==> config.mk <==
export PLATFORM = sky130hd
export DESIGN_NAME = linear_network_unicast_feeder_flat
export DESIGN_NICKNAME = d
export VERILOG_FILES = /design/src/rtl/linear_network_pkg.sv /design/src/rtl/linear_network_unicast_feeder_if.sv /design/src/rtl/sync_fifo.sv /design/src/rtl/linear_network_unicast_feeder.sv /design/src/flat_wrapper.sv
export SDC_FILE = /design/constraint.sdc
export NUM_CORES = 1
export LEC_CHECK = 0
export ABC_AREA = 1
export CAP_MARGIN = 15
export CELL_PAD_IN_SITES_DETAIL_PLACEMENT = 2
export CELL_PAD_IN_SITES_GLOBAL_PLACEMENT = 2
export CORE_AREA = 2 2 212 214
export CTS_CLUSTER_SIZE = 20
export DETAILED_ROUTE_END_ITERATION = 10
export DIE_AREA = 0 0 214 216
export GPL_TIMING_DRIVEN = 0
export HOLD_SLACK_MARGIN = 0.05
export MAX_ROUTING_LAYER = met4
export PLACE_DENSITY_LB_ADDON = 0.1
export SYNTH_ARGS = -nofsm -noshare
export SYNTH_HDL_FRONTEND = slang
export SYNTH_SLANG_ARGS = --single-unit
==> constraint.sdc <==
create_clock -name clk -period 8.45 [get_ports clk]
set_clock_uncertainty 0.05 [all_clocks]
set_input_delay 1.69 -clock clk [delete_from_list [all_inputs] [get_ports clk]]
set_output_delay 1.69 -clock clk [all_outputs]
set_load 0.01 [all_outputs]
==> src/rtl/linear_network_pkg.sv <==
// Shared types for the linear-network injectors: FIFO entry layout and feeder FSM states.
package linear_network_pkg;

  localparam int unsigned LN_DATA_WIDTH = 32;
  localparam int unsigned LN_NUM_NODE   = 4;
  localparam int unsigned LN_CMD_WIDTH  = $clog2(LN_NUM_NODE);

  typedef struct packed {
    logic [LN_DATA_WIDTH-1:0] data;
    logic [LN_CMD_WIDTH-1:0]  dest;
  } ln_entry_t;

  typedef enum logic [1:0] {
    ST_IDLE    = 2'd0,
    ST_ISSUE   = 2'd1,
    ST_BLOCKED = 2'd2
  } ln_state_t;

endpackage

==> src/rtl/linear_network_unicast_feeder_if.sv <==
// Upstream stream, issue control and network-facing outputs of the unicast feeder.
interface linear_network_unicast_feeder_if #(
  parameter int unsigned DATA_WIDTH = 32,
  parameter int unsigned NUM_NODE   = 4,
  parameter int unsigned FIFO_DEPTH = 8
);
  localparam int unsigned COMMAND_WIDTH = $clog2(NUM_NODE);
  localparam int unsigned CNT_W         = $clog2(FIFO_DEPTH) + 1;

  logic                     i_valid;
  logic [DATA_WIDTH-1:0]    i_data_bus;
  logic [COMMAND_WIDTH-1:0] i_dest;
  logic                     i_auto;
  logic                     o_ready;
  logic                     i_en;
  logic [NUM_NODE-1:0]      i_node_ready;
  logic                     o_valid;
  logic [DATA_WIDTH-1:0]    o_data_bus;
  logic                     o_en;
  logic [COMMAND_WIDTH-1:0] o_cmd;
  logic [CNT_W-1:0]         o_count;
  logic                     o_blocked;

  modport master (
    output i_valid, i_data_bus, i_dest, i_auto, i_en, i_node_ready,
    input  o_ready, o_valid, o_data_bus, o_en, o_cmd, o_count, o_blocked
  );

  modport slave (
    input  i_valid, i_data_bus, i_dest, i_auto, i_en, i_node_ready,
    output o_ready, o_valid, o_data_bus, o_en, o_cmd, o_count, o_blocked
  );

endinterface

==> src/rtl/sync_fifo.sv <==
// Single-clock FIFO with registered occupancy and a combinational head read; no bypass.
module sync_fifo #(
  parameter int unsigned WIDTH = 8,
  parameter int unsigned DEPTH = 8
) (
  input  logic                       clk,
  input  logic                       rst_n,
  input  logic                       push,
  input  logic                       pop,
  input  logic [WIDTH-1:0]           wdata,
  output logic [WIDTH-1:0]           rdata,
  output logic [$clog2(DEPTH):0]     count,
  output logic                       full,
  output logic                       empty
);
  localparam int unsigned AW = $clog2(DEPTH);
  localparam int unsigned CW = AW + 1;

  logic [WIDTH-1:0] mem [DEPTH];
  logic [AW-1:0]    wptr;
  logic [AW-1:0]    rptr;
  logic [CW-1:0]    cnt;
  logic             do_push;
  logic             do_pop;

  assign full    = (cnt == CW'(DEPTH));
  assign empty   = (cnt == '0);
  assign do_push = push && !full;
  assign do_pop  = pop && !empty;
  assign rdata   = mem[rptr];
  assign count   = cnt;

  // Pointers wrap naturally because DEPTH is a power of two.
  always_ff @(posedge clk) begin
    if (!rst_n) begin
      wptr <= '0;
      rptr <= '0;
      cnt  <= '0;
    end else begin
      if (do_push) wptr <= wptr + AW'(1);
      if (do_pop)  rptr <= rptr + AW'(1);
      cnt <= cnt + CW'(do_push) - CW'(do_pop);
    end
  end

  always_ff @(posedge clk) begin
    if (rst_n && do_push) mem[wptr] <= wdata;
  end

endmodule

==> src/rtl/linear_network_unicast_feeder.sv <==
// Buffered unicast injector: queues {data, dest} words and issues the head when its node is ready.
module linear_network_unicast_feeder
  import linear_network_pkg::*;
#(
  parameter int unsigned DATA_WIDTH = LN_DATA_WIDTH,
  parameter int unsigned NUM_NODE   = LN_NUM_NODE,
  parameter int unsigned FIFO_DEPTH = 8,
  parameter int unsigned BURST_LEN  = 1
) (
  input  logic                          clk,
  input  logic                          rst_n,
  linear_network_unicast_feeder_if.slave bus
);
  localparam int unsigned COMMAND_WIDTH = $clog2(NUM_NODE);
  localparam int unsigned ENTRY_W       = DATA_WIDTH + COMMAND_WIDTH;
  localparam int unsigned CNT_W         = $clog2(FIFO_DEPTH) + 1;
  localparam int unsigned BURST_W       = (BURST_LEN > 1) ? $clog2(BURST_LEN) : 1;
  localparam int unsigned PAD_W         = 1 << COMMAND_WIDTH;

  logic                     push;
  logic                     go;
  logic                     full;
  logic                     empty;
  logic [CNT_W-1:0]         cnt;
  logic [CNT_W-1:0]         cnt_next;
  logic [ENTRY_W-1:0]       wr_entry;
  logic [ENTRY_W-1:0]       head;
  logic [COMMAND_WIDTH-1:0] head_dest;
  logic [DATA_WIDTH-1:0]    head_data;
  logic [COMMAND_WIDTH-1:0] dest_sel;
  logic [PAD_W-1:0]         ready_pad;
  logic [COMMAND_WIDTH-1:0] rr_dest;
  logic [BURST_W-1:0]       burst_cnt;
  ln_state_t                state;
  logic                     valid_q;
  logic [DATA_WIDTH-1:0]    data_q;
  logic                     en_q;
  logic [COMMAND_WIDTH-1:0] cmd_q;

  assign push      = bus.i_valid && !full;
  assign dest_sel  = bus.i_auto ? rr_dest : bus.i_dest;
  assign wr_entry  = {bus.i_data_bus, dest_sel};
  assign head_dest = head[COMMAND_WIDTH-1:0];
  assign head_data = head[ENTRY_W-1:COMMAND_WIDTH];
  // Padding keeps the ready lookup in range for non-power-of-two node counts.
  assign ready_pad = PAD_W'(bus.i_node_ready);
  assign go        = bus.i_en && !empty && ready_pad[head_dest];
  assign cnt_next  = cnt + CNT_W'(push) - CNT_W'(go);

  sync_fifo #(
    .WIDTH (ENTRY_W),
    .DEPTH (FIFO_DEPTH)
  ) u_fifo (
    .clk   (clk),
    .rst_n (rst_n),
    .push  (push),
    .pop   (go),
    .wdata (wr_entry),
    .rdata (head),
    .count (cnt),
    .full  (full),
    .empty (empty)
  );

  // Round-robin destination: advances after BURST_LEN auto-mode pushes.
  always_ff @(posedge clk) begin
    if (!rst_n) begin
      rr_dest   <= '0;
      burst_cnt <= '0;
    end else if (push && bus.i_auto) begin
      if (burst_cnt == BURST_W'(BURST_LEN - 1)) begin
        burst_cnt <= '0;
        rr_dest   <= (rr_dest == COMMAND_WIDTH'(NUM_NODE - 1)) ? '0
                                                               : rr_dest + COMMAND_WIDTH'(1);
      end else begin
        burst_cnt <= burst_cnt + BURST_W'(1);
      end
    end
  end

  // Issue FSM and network-facing output registers; a just-filled FIFO counts as about to issue.
  always_ff @(posedge clk) begin
    if (!rst_n) begin
      state   <= ST_IDLE;
      valid_q <= 1'b0;
      data_q  <= '0;
      en_q    <= 1'b0;
      cmd_q   <= '0;
    end else begin
      valid_q <= go;
      en_q    <= bus.i_en;
      if (go) begin
        data_q <= head_data;
        cmd_q  <= head_dest;
      end
      if (cnt_next == '0)    state <= ST_IDLE;
      else if (go || empty)  state <= ST_ISSUE;
      else                   state <= ST_BLOCKED;
    end
  end

  assign bus.o_ready    = !full;
  assign bus.o_valid    = valid_q;
  assign bus.o_data_bus = data_q;
  assign bus.o_en       = en_q;
  assign bus.o_cmd      = cmd_q;
  assign bus.o_count    = cnt;
  assign bus.o_blocked  = (state == ST_BLOCKED);

endmodule

==> src/flat_wrapper.sv <==
// flat-port wrapper written by rule: the top's interface ports become plain ports
module linear_network_unicast_feeder_flat import linear_network_pkg::*;
#(
  parameter int unsigned DATA_WIDTH = LN_DATA_WIDTH,
  parameter int unsigned NUM_NODE   = LN_NUM_NODE,
  parameter int unsigned FIFO_DEPTH = 8,
  parameter int unsigned BURST_LEN  = 1
)
  (clk, rst_n, bus_i_valid, bus_i_data_bus, bus_i_dest, bus_i_auto, bus_i_en, bus_i_node_ready, bus_o_ready, bus_o_valid, bus_o_data_bus, bus_o_en, bus_o_cmd, bus_o_count, bus_o_blocked);
  linear_network_unicast_feeder_if #(.DATA_WIDTH(DATA_WIDTH), .NUM_NODE(NUM_NODE), .FIFO_DEPTH(FIFO_DEPTH)) bus_i ();
  input  logic clk;
  input  logic rst_n;
  input wire logic [$bits(bus_i.i_valid)-1:0] bus_i_valid;
  input wire logic [$bits(bus_i.i_data_bus)-1:0] bus_i_data_bus;
  input wire logic [$bits(bus_i.i_dest)-1:0] bus_i_dest;
  input wire logic [$bits(bus_i.i_auto)-1:0] bus_i_auto;
  input wire logic [$bits(bus_i.i_en)-1:0] bus_i_en;
  input wire logic [$bits(bus_i.i_node_ready)-1:0] bus_i_node_ready;
  output wire logic [$bits(bus_i.o_ready)-1:0] bus_o_ready;
  output wire logic [$bits(bus_i.o_valid)-1:0] bus_o_valid;
  output wire logic [$bits(bus_i.o_data_bus)-1:0] bus_o_data_bus;
  output wire logic [$bits(bus_i.o_en)-1:0] bus_o_en;
  output wire logic [$bits(bus_i.o_cmd)-1:0] bus_o_cmd;
  output wire logic [$bits(bus_i.o_count)-1:0] bus_o_count;
  output wire logic [$bits(bus_i.o_blocked)-1:0] bus_o_blocked;
  assign bus_i.i_valid = bus_i_valid;
  assign bus_i.i_data_bus = bus_i_data_bus;
  assign bus_i.i_dest = bus_i_dest;
  assign bus_i.i_auto = bus_i_auto;
  assign bus_i.i_en = bus_i_en;
  assign bus_i.i_node_ready = bus_i_node_ready;
  assign bus_o_ready = bus_i.o_ready;
  assign bus_o_valid = bus_i.o_valid;
  assign bus_o_data_bus = bus_i.o_data_bus;
  assign bus_o_en = bus_i.o_en;
  assign bus_o_cmd = bus_i.o_cmd;
  assign bus_o_count = bus_i.o_count;
  assign bus_o_blocked = bus_i.o_blocked;
  linear_network_unicast_feeder #(.DATA_WIDTH(DATA_WIDTH), .NUM_NODE(NUM_NODE), .FIFO_DEPTH(FIFO_DEPTH), .BURST_LEN(BURST_LEN)) u_core (.clk(clk), .rst_n(rst_n), .bus(bus_i));
endmodule
; After elaboration in Yosys (flattened, before gate mapping)
; Memory sizes are Yosys's and may differ from the RTL's. A register that Yosys moved wholly into a read port is not among the register bits.
; Index checks and enable logic that the tools add are counted.
[word_totals]
word_cells = 49
latchBits = 0
inputBits = 43
regBits = 51
ram_bits = 272
n_memories = 1
output_inout_bits = 42
romBits = 0
[mem_list]
columns = name, words, word_bits, read_ports, rd_clocked_by_memory_dff, wr, line_no
row1 = u_core.u_fifo.mem, 8, 34, 1, 1, 1, sync_fifo.sv:19  ; logic [WIDTH-1:0] mem [DEPTH];
[classes]
n_eq_ne = 3
bitwise = 2
n_lt_le_gt_ge = 1
reduce_logical = 14
shifts = 0
muxes = 10
n_addsub = 8
n_div = 0
mul = 0
[ops]
columns = op, count
row1 = $add A4 B1 Y4, 2
row2 = $logic_not A4 Y1, 2
row3 = $sub A4 B1 Y4, 2
row4 = $logic_and A1 B1 Y1, 7
row5 = $add A3 B1 Y3 const B, 2
row6 = $mux W2, 3
row7 = $mux W3, 2
row8 = $eq A2 B2 Y1 const B, 2
row9 = $eq A4 B4 Y1 const B, 1
row10 = $mux W1, 4
row11 = $lt A2 B3 Y1 const B, 1
row12 = $add A2 B1 Y2 const B, 1
row13 = $bmux W1 S2, 1
row14 = $logic_not A1 Y1, 2
row15 = $not A1 Y1, 2
row16 = $reduce_and A2 Y1, 1
row17 = $reduce_or A2 Y1, 1
row18 = $add A1 B1 Y1 const B, 1
row19 = $logic_or A1 B1 Y1, 1

; Depth between registers and ports, before layout
; Gate-level depths: netlist of the first run.
[depth]
word_depth = 7
depth_mapped = 20
mapped_depth_nobuf = 18

; Cells and area by module
; Synthesis of the first run repeated with hierarchy kept, for this count alone.
[unflattened]
hier_cells = 1529
area_unflattened_um2 = 14283.7
[by_module_without_submodules]
columns = mod, cells_per_inst, seq_area_each_um2, area_each_um2, n_inst
row1 = sync_fifo, 1240, 8428.1, 12331.8, 1
row2 = linear_network_unicast_feeder, 289, 800.8, 1951.9, 1

; Worst setup path after synthesis of the first run
; No wires, ideal clock.
[synth_path]
path_type = input -> register
start = in rst_n
end = mem u_core.u_fifo.mem[0][0] (netlist bit) (enable)
setup_time_ns = 0.468
required_ns = 7.932
n_path_buf = 1
slack_ns = 3.340
stages = 5
arrival_ns = 4.592
cell_sequence = clkbuf_1 -> inv_1 -> nor2_1 -> inv_1 -> nor3_1
[synth_between]
elab_chain_len = 3
[synth_rtl]
columns = element, line_no
row1 = "start, declared", flat_wrapper.sv:12  ; input logic rst_n;
row2 = $logic_and A1 B1 Y1, sync_fifo.sv:47  ; if (rst_n && do_push) mem[wptr] <= wdata;
row3 = $mux W1, sync_fifo.sv:47
row4 = $mux W1 (implied by the code), sync_fifo.sv:47
row5 = "end, declared", sync_fifo.sv:19
; Every way passes these cells.

; Worst setup path in the final report of the first run
[layout_path]
start = in bus_i_en
end = reg u_core.state[0]
[layout_between]
elab_chain_len = 5
elab_cells_between_ends = 7
cone_classes = add/sub (1) / mux (1) / reduce/logical (5)
[layout_rtl]
columns = element, line_no
row1 = "start, declared", flat_wrapper.sv:17  ; input wire logic [$bits(bus_i.i_en)-1:0] bus_i_en;
row2 = $logic_and A1 B1 Y1 * (2 in a row), linear_network_unicast_feeder.sv:47  ; assign go = bus.i_en && !empty && ready_pad[head_dest];
row3 = named net u_core.go, linear_network_unicast_feeder.sv:21  ; logic go;
row4 = $sub A4 B1 Y4, linear_network_unicast_feeder.sv:48  ; assign cnt_next = cnt + CNT_W'(push) - CNT_W'(go);
row5 = $logic_not A4 Y1, linear_network_unicast_feeder.sv:96  ; if (cnt_next == '0) state <= ST_IDLE;
row6 = $reduce_or A2 Y1 (no source line), -
row7 = "end signal, assigned", linear_network_unicast_feeder.sv:96
row8 = "end signal, assigned", linear_network_unicast_feeder.sv:97  ; else if (go || empty) state <= ST_ISSUE;
row9 = "end signal, assigned", linear_network_unicast_feeder.sv:98  ; else state <= ST_BLOCKED;
row10 = "end, declared", linear_network_unicast_feeder.sv:34  ; ln_state_t state;
; Mark *: on every way through the listed nets, which the timed path passes. The rest lies on a longest branch.
; A chain may end at the register's enable or synchronous reset.

==> out/metrics.cfg, run 1 <==
[floorplanning]
die_area_um2=46200
core_um2=43800
io_pins=85
chipWidth_um=214
die-height_um=216
start_util=0.298
rows=77

[timing]
worst_slack_ps=4500
finalHoldViolCount=0
setup_viol=0
final-max-slew-violation-count=0
post-route-period-util=0.467
max_freq_mhz=253
relSlewSlack=0.325
tightest_slew_ps=1000
fin_crit_ps=3950
rsz0062_at_grt=false

[setup_path]
critPathSlowestCell=clkdlybuf4s50_1
worstPathMaxFanout=10
path_class=primary input to flip-flop
critPathCaptureType=flip-flop
crit_path_start_kind=primary input
path_cells=clkdlybuf4s50_1 > and2_1 > nand3_2 > buf_6 > buf_6 > inv_1 > ha_1 > inv_1 > ha_1 > inv_1 > fa_1 > nand2_1 > o31ai_1 > a21oi_1
crit_arrival_ps=4310
path_common_cell=inv_1
required_ps=8810
cpPeakStageDelay_ps=480

[global_routing]
grt_pass1_vias=9995
grt.busiest_layer=met2
grtUsageMet3=0.0299
antenna_found_initial=1
grt.overflow.total=0
met1_usage=0.246
grt_pass1_wl_um=63100
grt_use_met2=0.308
grt_start_max_net_pins=22
track_usage=0.189

[cts]
cts-buffers-inserted=39
cts_max_path_buffers=3
clock_latency_ps=540
clkTransAtPathRegs_ps=60
htreeDepth=2
cts.sinks=325
cts_tree=done
postCtsHoldBufs=0
cts-root-buf=clkbuf_16
cts_resized=0
post_cts_buffers=0

[detailed_routing]
drc_errors=0
drtIter0Drc=385
antenna_left=0
via_per_inst=4.67
wire_per_inst_um=21.2
finalWirelength_um=41700
via_count=9181
dr.pass1.iters=4

[place]
place.port_buffers=83
hpwl_um=27700
dp_slack_ps=3930
dpl.cell_count=1895
gp_congestion=0.696
dpl-instance-area_um2=14900

[synth]
synth_area_um2=13000
synth_edf_count=272
netlist.area_leader.share=0.626
yosysUniqueCellTypes=27
synth-seq-cells=325
yosysWarnings=0
synth-seq-area-share=0.707
synthCells=1200
synth_top_cell_by_area=edfxtp_1
syn_nets=1257
synth_top_flop_cell=edfxtp_1
synth_area_leaders=edfxtp_1, nand2_1, dfxtp_1, nand3_1, nor2_1
synth_area_per_cell_um2=10.9
synthArstFlopShare=0

[cells_and_area]
num-nets-final=1401
area_growth_pct=24.5
drive_gt1_frac=0.0735
stdcell_count=1967
final_cell_area_um2=16200

[power_and_ir_drop]
p_per_area_nw_per_um2=325
power.leakage_uw=0.00614
ir_worst_vdd_v=0.000122

[flow_run]
cap_viol_max_count=0

[hold_path]
min_path_type=flip-flop to flip-flop

[status]
outcome=finished, final reports clean

## through the flow
step | TNS (ps) | utilization | power [uW] | hold WS (ps)
finish | 0 | 0.370 | 5280 | 435
detailed placement | 0 | 0.341 | 3660 | 431
floorplan | 0 | - | 2900 | 393
global route | 0 | 0.370 | 5630 | 480
global placement | -10260 | 0.333 | 3600 | 411
CTS | 0 | 0.370 | 5390 | 439
## critical path: cells and delay by family
| family | cells | cell delay, ps |
|---|---|---|
| AND/OR/NAND/NOR | 3 | 400 |
| buffers and inverters | 6 | 990 |
| AO/OA/AOI/OAI | 2 | 380 |
| adder cells (fa/ha/maj) | 3 | 840 |
## registers in the layout, summed over array words and instances, names as in the netlist, named ones only
register	flops
u_core.bus.o_cmd	2
u_core.bus.o_data_bus	32
u_core.bus.o_en	1
u_core.bus.o_valid	1
u_core.rr_dest	2
u_core.state	2
u_core.u_fifo.count	4
u_core.u_fifo.mem	272
u_core.u_fifo.rptr	3
u_core.u_fifo.wptr	3
## routing by layer
metal / routed length, um / share of wire
met5: 0 / 0
met4: 760 / 0.018
met3: 2010 / 0.048
met2: 20000 / 0.48
met1: 18900 / 0.45
## cell families (layout without fill, tap and decap cells)
group	Yosys count	in the layout	share of synthesized area
xor gates and xnor gates	4	4	0.00269
AOI/OAI and AO/OA	20	20	0.00834
other	0	1	0
adders and majority gates	14	14	0.0146
DFF	325	325	0.707
and+or+nand+nor	700	700	0.224
buffers and inverters	137	311	0.0428
## cells in the final DEF, fill, tap and decap left out, types with 3 or more instances in the layout
cell type        instances
nand2_1                401
clkdlybuf4s50_1         83
inv_1                   71
buf_12                   3
bufinv_16                5
buf_6                   17
clkinv_1                14
nor2_4                   4
buf_1                   11
nor2_1                  77
nor3_2                   4
a21oi_1                  9
clkbuf_16               41
ha_1                    12
nand3_1                206
buf_8                    3
dfxtp_1                 53
clkbuf_1                44
buf_2                    8
o21ai_0                  6
edfxtp_1               272
clkinv_2                 5
nand3_2                  4
## final timing paths
path,slack [ps],start,depth (start not counted),to
setup reg to reg,5030,flip-flop,18,u_core.state[0]
setup / recovery,4500,bus_i_en,14,u_core.state[0]
hold reg to reg,440,u_core.rr_dest[1],2,u_core.rr_dest[1]
hold / removal,440,u_core.rr_dest[1],2,u_core.rr_dest[1]
## where the power goes
part | switching (uW) | leakage (uW) | internal (uW)
Sequential | 70.6 | 0.00289 | 1880
Combinational | 1080 | 0.00261 | 546
Clock | 662 | 0.000633 | 1040
Total | 1810 | 0.00614 | 3460
## Yosys cell counts, drive strengths merged, types with 5 or more instances
library cell	n
inv	73
nand3	210
edfxtp	272
dfxtp	53
o21ai	8
clkbuf	40
nand2	401
buf	24
nor2	81
a21oi	9
nor3	5
ha	12
## layout make-up
class | instances | area [um2]
fill | 4688 | 27600
sequential | 325 | 9230
multi-input combinational | 738 | 3310
timing repair buffer | 103 | 1110
clock buffer | 46 | 1050
tap | 592 | 741
buffer | 64 | 284
inverter | 73 | 274
clock inverter | 25 | 236
antenna | 1 | 2.50
Note: power is estimated with default switching activity, not from simulation.
==> run 2: changes to the inputs <==
==> constraint.sdc (replaced) <==
create_clock -name clk -period 3.24 [get_ports clk]
set_clock_uncertainty 0.05 [all_clocks]
set_input_delay 0.648 -clock clk [delete_from_list [all_inputs] [get_ports clk]]
set_output_delay 0.648 -clock clk [all_outputs]
set_load 0.01 [all_outputs]
==> run 2 against run 1 <==
  * Sequential share of layout area is 0.58 points lower
  * Clock power grew to 2.6 times the previous value
  * Flip-flop and latch count stayed put
  * Register-to-register slack worse by 4800 ps
  * Combinational power grew to 2.7 times the previous value
  * Power grew to 2.6 times the previous value
  * Design area is 1.1% higher
  * Critical path depth is 3 higher
  * Wire length is 0.82% higher
  * Via count is 0.63% higher
  * Critical endpoint unchanged
==> out/metrics.cfg, run 2 (synthesized netlist as in run 1, its figures left out) <==
[setup_path]
reg2regPathDepth=17
path_class=flip-flop to flip-flop
critPathCaptureType=flip-flop
r2r_end=u_core.state[0]
crit_path_start_kind=flip-flop
crit_arrival_ps=3350
worstPathMaxFanout=9
required_ps=3610
rrSetupSlack_ps=260

[timing]
rsz0062_at_grt=false
fin_crit_ps=2980
relSlewSlack=0.360
max_freq_mhz=336
post-route-period-util=0.919
tightest_slew_ps=954
final-max-slew-violation-count=0
finalHoldViolCount=0
worst_slack_ps=262
setup_viol=0

[detailed_routing]
drc_errors=0
antenna_left=0
drtIter0Drc=375
wire_per_inst_um=21.2
dr.pass1.iters=4
finalWirelength_um=42000
via_count=9239
via_per_inst=4.66

[cells_and_area]
largest_reg_flops=272
drive_gt1_frac=0.0878
final_common_cell=nand2_1
area_growth_pct=25.8
fillers=4686
num-nets-final=1417
post-route-util=0.374
layout_common_cells=nand2_1, edfxtp_1, nand3_1
final_cell_area_um2=16400
top_register=u_core.u_fifo.mem

[cts]
cts-root-buf=clkbuf_16
cts_tree=done
clkTransAtPathRegs_ps=60
clock_latency_ps=550
cts_max_path_buffers=3
cts-buffers-inserted=39
cts.sinks=325
htreeDepth=2

[floorplanning]
chipWidth_um=214
io_pins=85
die-height_um=216
die_area_um2=46200
rows=77
core_um2=43800
start_util=0.298

[power_and_ir_drop]
p_per_area_nw_per_um2=849
ir_worst_vdd_v=0.000317
power.leakage_uw=0.00622
p_total_uw=13900

[global_routing]
track_usage=0.190
grt_start_max_net_pins=22
antenna_found_initial=1
grt_pass1_wl_um=63500
grt.overflow.total=0
grt_pass1_vias=10000

[place]
dpl-instance-area_um2=14900
hpwl_um=27700
place.port_buffers=83
dp_slack_ps=-233
gp_congestion=0.696

[flow_run]
cap_viol_max_count=0

[hold_path]
hold-path-cell-count=2
hp-start=u_core.rr_dest[1]
min_path_type=flip-flop to flip-flop
hold_path_end=u_core.rr_dest[1]

[status]
outcome=finished, final reports clean

run 2: cell types whose count changed in the layout (fill, tap and decap cells not counted), sizes merged:
cell      delta
buf         +16
inv          -1
clkinvlp     +1
run 2: stage by stage:
stage | std cells | TNS (ps) | hold slack, ps
floorplan | 1200 | -112580 | 393
global placement | 1875 | -881820 | 411
detailed placement | 1895 | -4600 | 431
CTS | 1971 | 0 | 439
global route | 1983 | 0 | 480
finish | 1983 | 0 | 433
run 2: layer usage:
metal,GRT usage,routed length (um),vias up
met5,-,0,-
met4,0.0506,769,0
met3,0.0299,1510,58
met2,0.312,20100,133
met1,0.246,19600,4689
li1,-,-,4359
run 2: what timing repair did:
action                     4_1_cts  5_1_grt
hold buffers                     0        0
setup endpoints to repair        2        2
setup buffers                    4       12
cloned                           1        0
gates resized for setup          8        8
pin swaps                        2        2
run 2: critical path, cell delays in order, from the launching register on:
cell and delay [ps]:
dfxtp_4 370, buf_6 130, nand2_1 50, nand3_1 80, nand2_1 90, o21ai_4 190
nand3b_1 180, nand3_2 140, buf_12 170, inv_1 60, ha_1 210, inv_1 50
ha_1 160, inv_1 60, fa_1 470, nand2_1 60, o31ai_2 270, a21oi_1 70
run 2: power by group:
group	leakage, uW	switching, uW	total [uW]	internal [uW]
combinational	0.00270	2880	4400	1520
clock	0.000633	1730	4440	2710
sequential	0.00289	190	5090	4900
run 2: cell type report:
class / instances / area (um2) / share of cell area
Buffer: 63 / 295 / 0.0180
Multi-Input combinational cell: 738 / 3330 / 0.203
Inverter: 73 / 280 / 0.0171
Antenna cell: 1 / 2.50 / 0.000152
Timing Repair Buffer: 120 / 1240 / 0.0754
Clock inverter: 25 / 236 / 0.0144
Tap cell: 592 / 741 / 0.0451
Clock buffer: 46 / 1050 / 0.0643
Sequential cell: 325 / 9230 / 0.563
run 2: worst max path at each step:
| stage | slack [ps] | start | endpoint | depth (start not counted) |
|---|---|---|---|---|
| CTS | 8 | flip-flop | u_core.state[1] | 18 |
| global placement | -4340 | bus_i_valid | u_core.u_fifo.mem[0][26] | 5 |
| detailed placement | -230 | bus_i_en | u_core.state[1] | 14 |
| global route | 40 | flip-flop | u_core.state[0] | 18 |
| floorplan | -830 | rst_n | u_core.u_fifo.mem[0][0] | 5 |
| finish | 260 | flip-flop | u_core.state[0] | 17 |
==> run 3: changes to the inputs <==
--- a/config.mk
+++ b/config.mk
@@ -13,6 +13,7 @@
 export CTS_CLUSTER_SIZE = 20
 export DETAILED_ROUTE_END_ITERATION = 10
 export DIE_AREA = 0 0 214 216
+export DONT_BUFFER_PORTS = 1
 export GPL_TIMING_DRIVEN = 0
 export HOLD_SLACK_MARGIN = 0.05
 export MAX_ROUTING_LAYER = met4
==> run 3 against run 2 <==
  * Worst setup slack got worse by 100 ps
  * Design area fell by 6.0%
  * Global-route usage rose by 0.14 points
  * Die area did not move
  * Fmax fell by 3.3%
  * Largest power group unchanged
  * Hold slack got worse by 300 ps
  * Largest cell class unchanged
==> out/metrics.cfg, run 3 (synthesized netlist as in run 1, its figures left out) <==
[timing]
fin_crit_ps=3080
post-route-period-util=0.950
worst_slack_ps=161
whs_ps=132
final-max-slew-violation-count=0
finalHoldViolCount=0
tightest_slew_ps=1110
relSlewSlack=0.263
rsz0062_at_grt=true
max_freq_mhz=325
setup_viol=0

[detailed_routing]
antenna_left=0
drtIter0Drc=415
wire_per_inst_um=22.4
dr.pass1.iters=4
via_count=8949
finalWirelength_um=42400
drc_errors=0
via_per_inst=4.72

[floorplanning]
start_util=0.298
io_pins=85
rows=77
die_area_um2=46200
die-height_um=216
chipWidth_um=214
core_um2=43800

[cells_and_area]
largest_reg_flops=272
final_common_cell=nand2_1
drive_gt1_frac=0.0875
multi_input_area_um2=3340
layout_common_cells=nand2_1, edfxtp_1, nand3_1
stdcell_count=1895
post-route-util=0.352
antenna-diode-count=0
seq_area_um2=9230
area_growth_pct=18.3
num-nets-final=1329
top_register=u_core.u_fifo.mem
fillers=4665

[place]
dpl.cell_count=1812
dp_slack_ps=-178
place.port_buffers=0
hpwl_um=27800
gp_congestion=0.708

[hold_path]
min_path_type=primary input to flip-flop
hp-start=bus_i_data_bus[0]

[cts]
clkTransAtPathRegs_ps=60
cts-buffers-inserted=39
cts_max_path_buffers=3
clock_latency_ps=560
cts_tree=done
htreeDepth=2
postCtsHoldBufs=0
cts.sinks=325
cts-root-buf=clkbuf_16

[global_routing]
grt_pass1_vias=9709
grt_pass1_wl_um=63300
grt.overflow.total=0
track_usage=0.192
antenna_found_initial=0
grt_start_max_net_pins=23

[power_and_ir_drop]
ir_worst_vdd_v=0.000401
pwr-share-clk=0.312
netSwitchingFraction=0.362
internal_power_uw=8370
combPwrFrac=0.290
switchingPower_uw=4750
power.leakage_uw=0.00583
p_per_area_nw_per_um2=850
p_total_uw=13100
seq_power_share=0.397

[setup_path]
path_class=flip-flop to flip-flop
timing.rr.start=u_core.u_fifo.count[1]
critPathCaptureType=flip-flop
required_ps=3450
cp-startpoint=u_core.u_fifo.count[1]
crit_path_start_kind=flip-flop
worstPathMaxFanout=10
crit_arrival_ps=3290

[flow_run]
cap_viol_max_count=0

[status]
outcome=finished, final reports clean

[run 3: changes by cell type in the layout (fill, tap and decap cells not counted), moves of 3 or more]
cell	delta
clkinv_1	-5
clkinv_2	+3
buf_4	-5
clkbuf_1	+8
clkdlybuf4s50_1	-83
bufinv_16	-4
[run 3: timing repair]
item,CTS,global route
buffers inserted,1,11
endpoints found under the setup margin,23,31
gates resized for setup,8,6
pin swaps,0,1
endpoints found under the hold margin,0,0
[run 3: stage by stage]
stage	TNS [ps]	instance area, um2
floorplan	-112580	13000
global placement	-893820	13800
detailed placement	-2370	14100
CTS	0	15300
global route	-402	15400
finish	0	15400
[run 3: power groups by stage]
| stage | combinational [uW] | sequential, uW | clock, uW |
|---|---|---|---|
| global placement | 3650 | 5310 | 0 |
| finish | 3810 | 5210 | 4100 |
| detailed placement | 3780 | 5310 | 0 |
| CTS | 3860 | 5220 | 4210 |
| global route | 4380 | 5260 | 4370 |
| floorplan | 2340 | 5230 | 0 |
[run 3: layout make-up]
class,instances,area share
flip-flops and latches,325,0.598
multi-input cells,738,0.217
clock buffers,52,0.0678
well taps,592,0.0480
repair buffers,32,0.0238
plain buffers,63,0.0189
inverters,73,0.0182
clock inverters,20,0.00835
[run 3: worst paths after layout]
path                              end  slack (ps)  cells after the start
min           u_core.u_fifo.mem[2][2]         130                      0
max          u_core.u_fifo.mem[2][30]         160                      8
min reg2reg         u_core.rr_dest[1]         440                      2
max reg2reg  u_core.u_fifo.mem[2][30]         160                      8
[run 3: layer usage]
| metal | part of all wire | GRT usage |
|---|---|---|
| met3 | 0.052 | 0.0386 |
| met5 | 0 | - |
| met1 | 0.45 | 0.246 |
| met2 | 0.48 | 0.310 |
| met4 | 0.017 | 0.0501 |
[run 3: critical path, stage by stage (launching register included)]
cell	delay (ps)
dfxtp_1	470
inv_1	190
nand3_1	220
nand2_1	310
nor2_1	230
inv_1	170
nor3_2	660
buf_6	270
buf_6	180
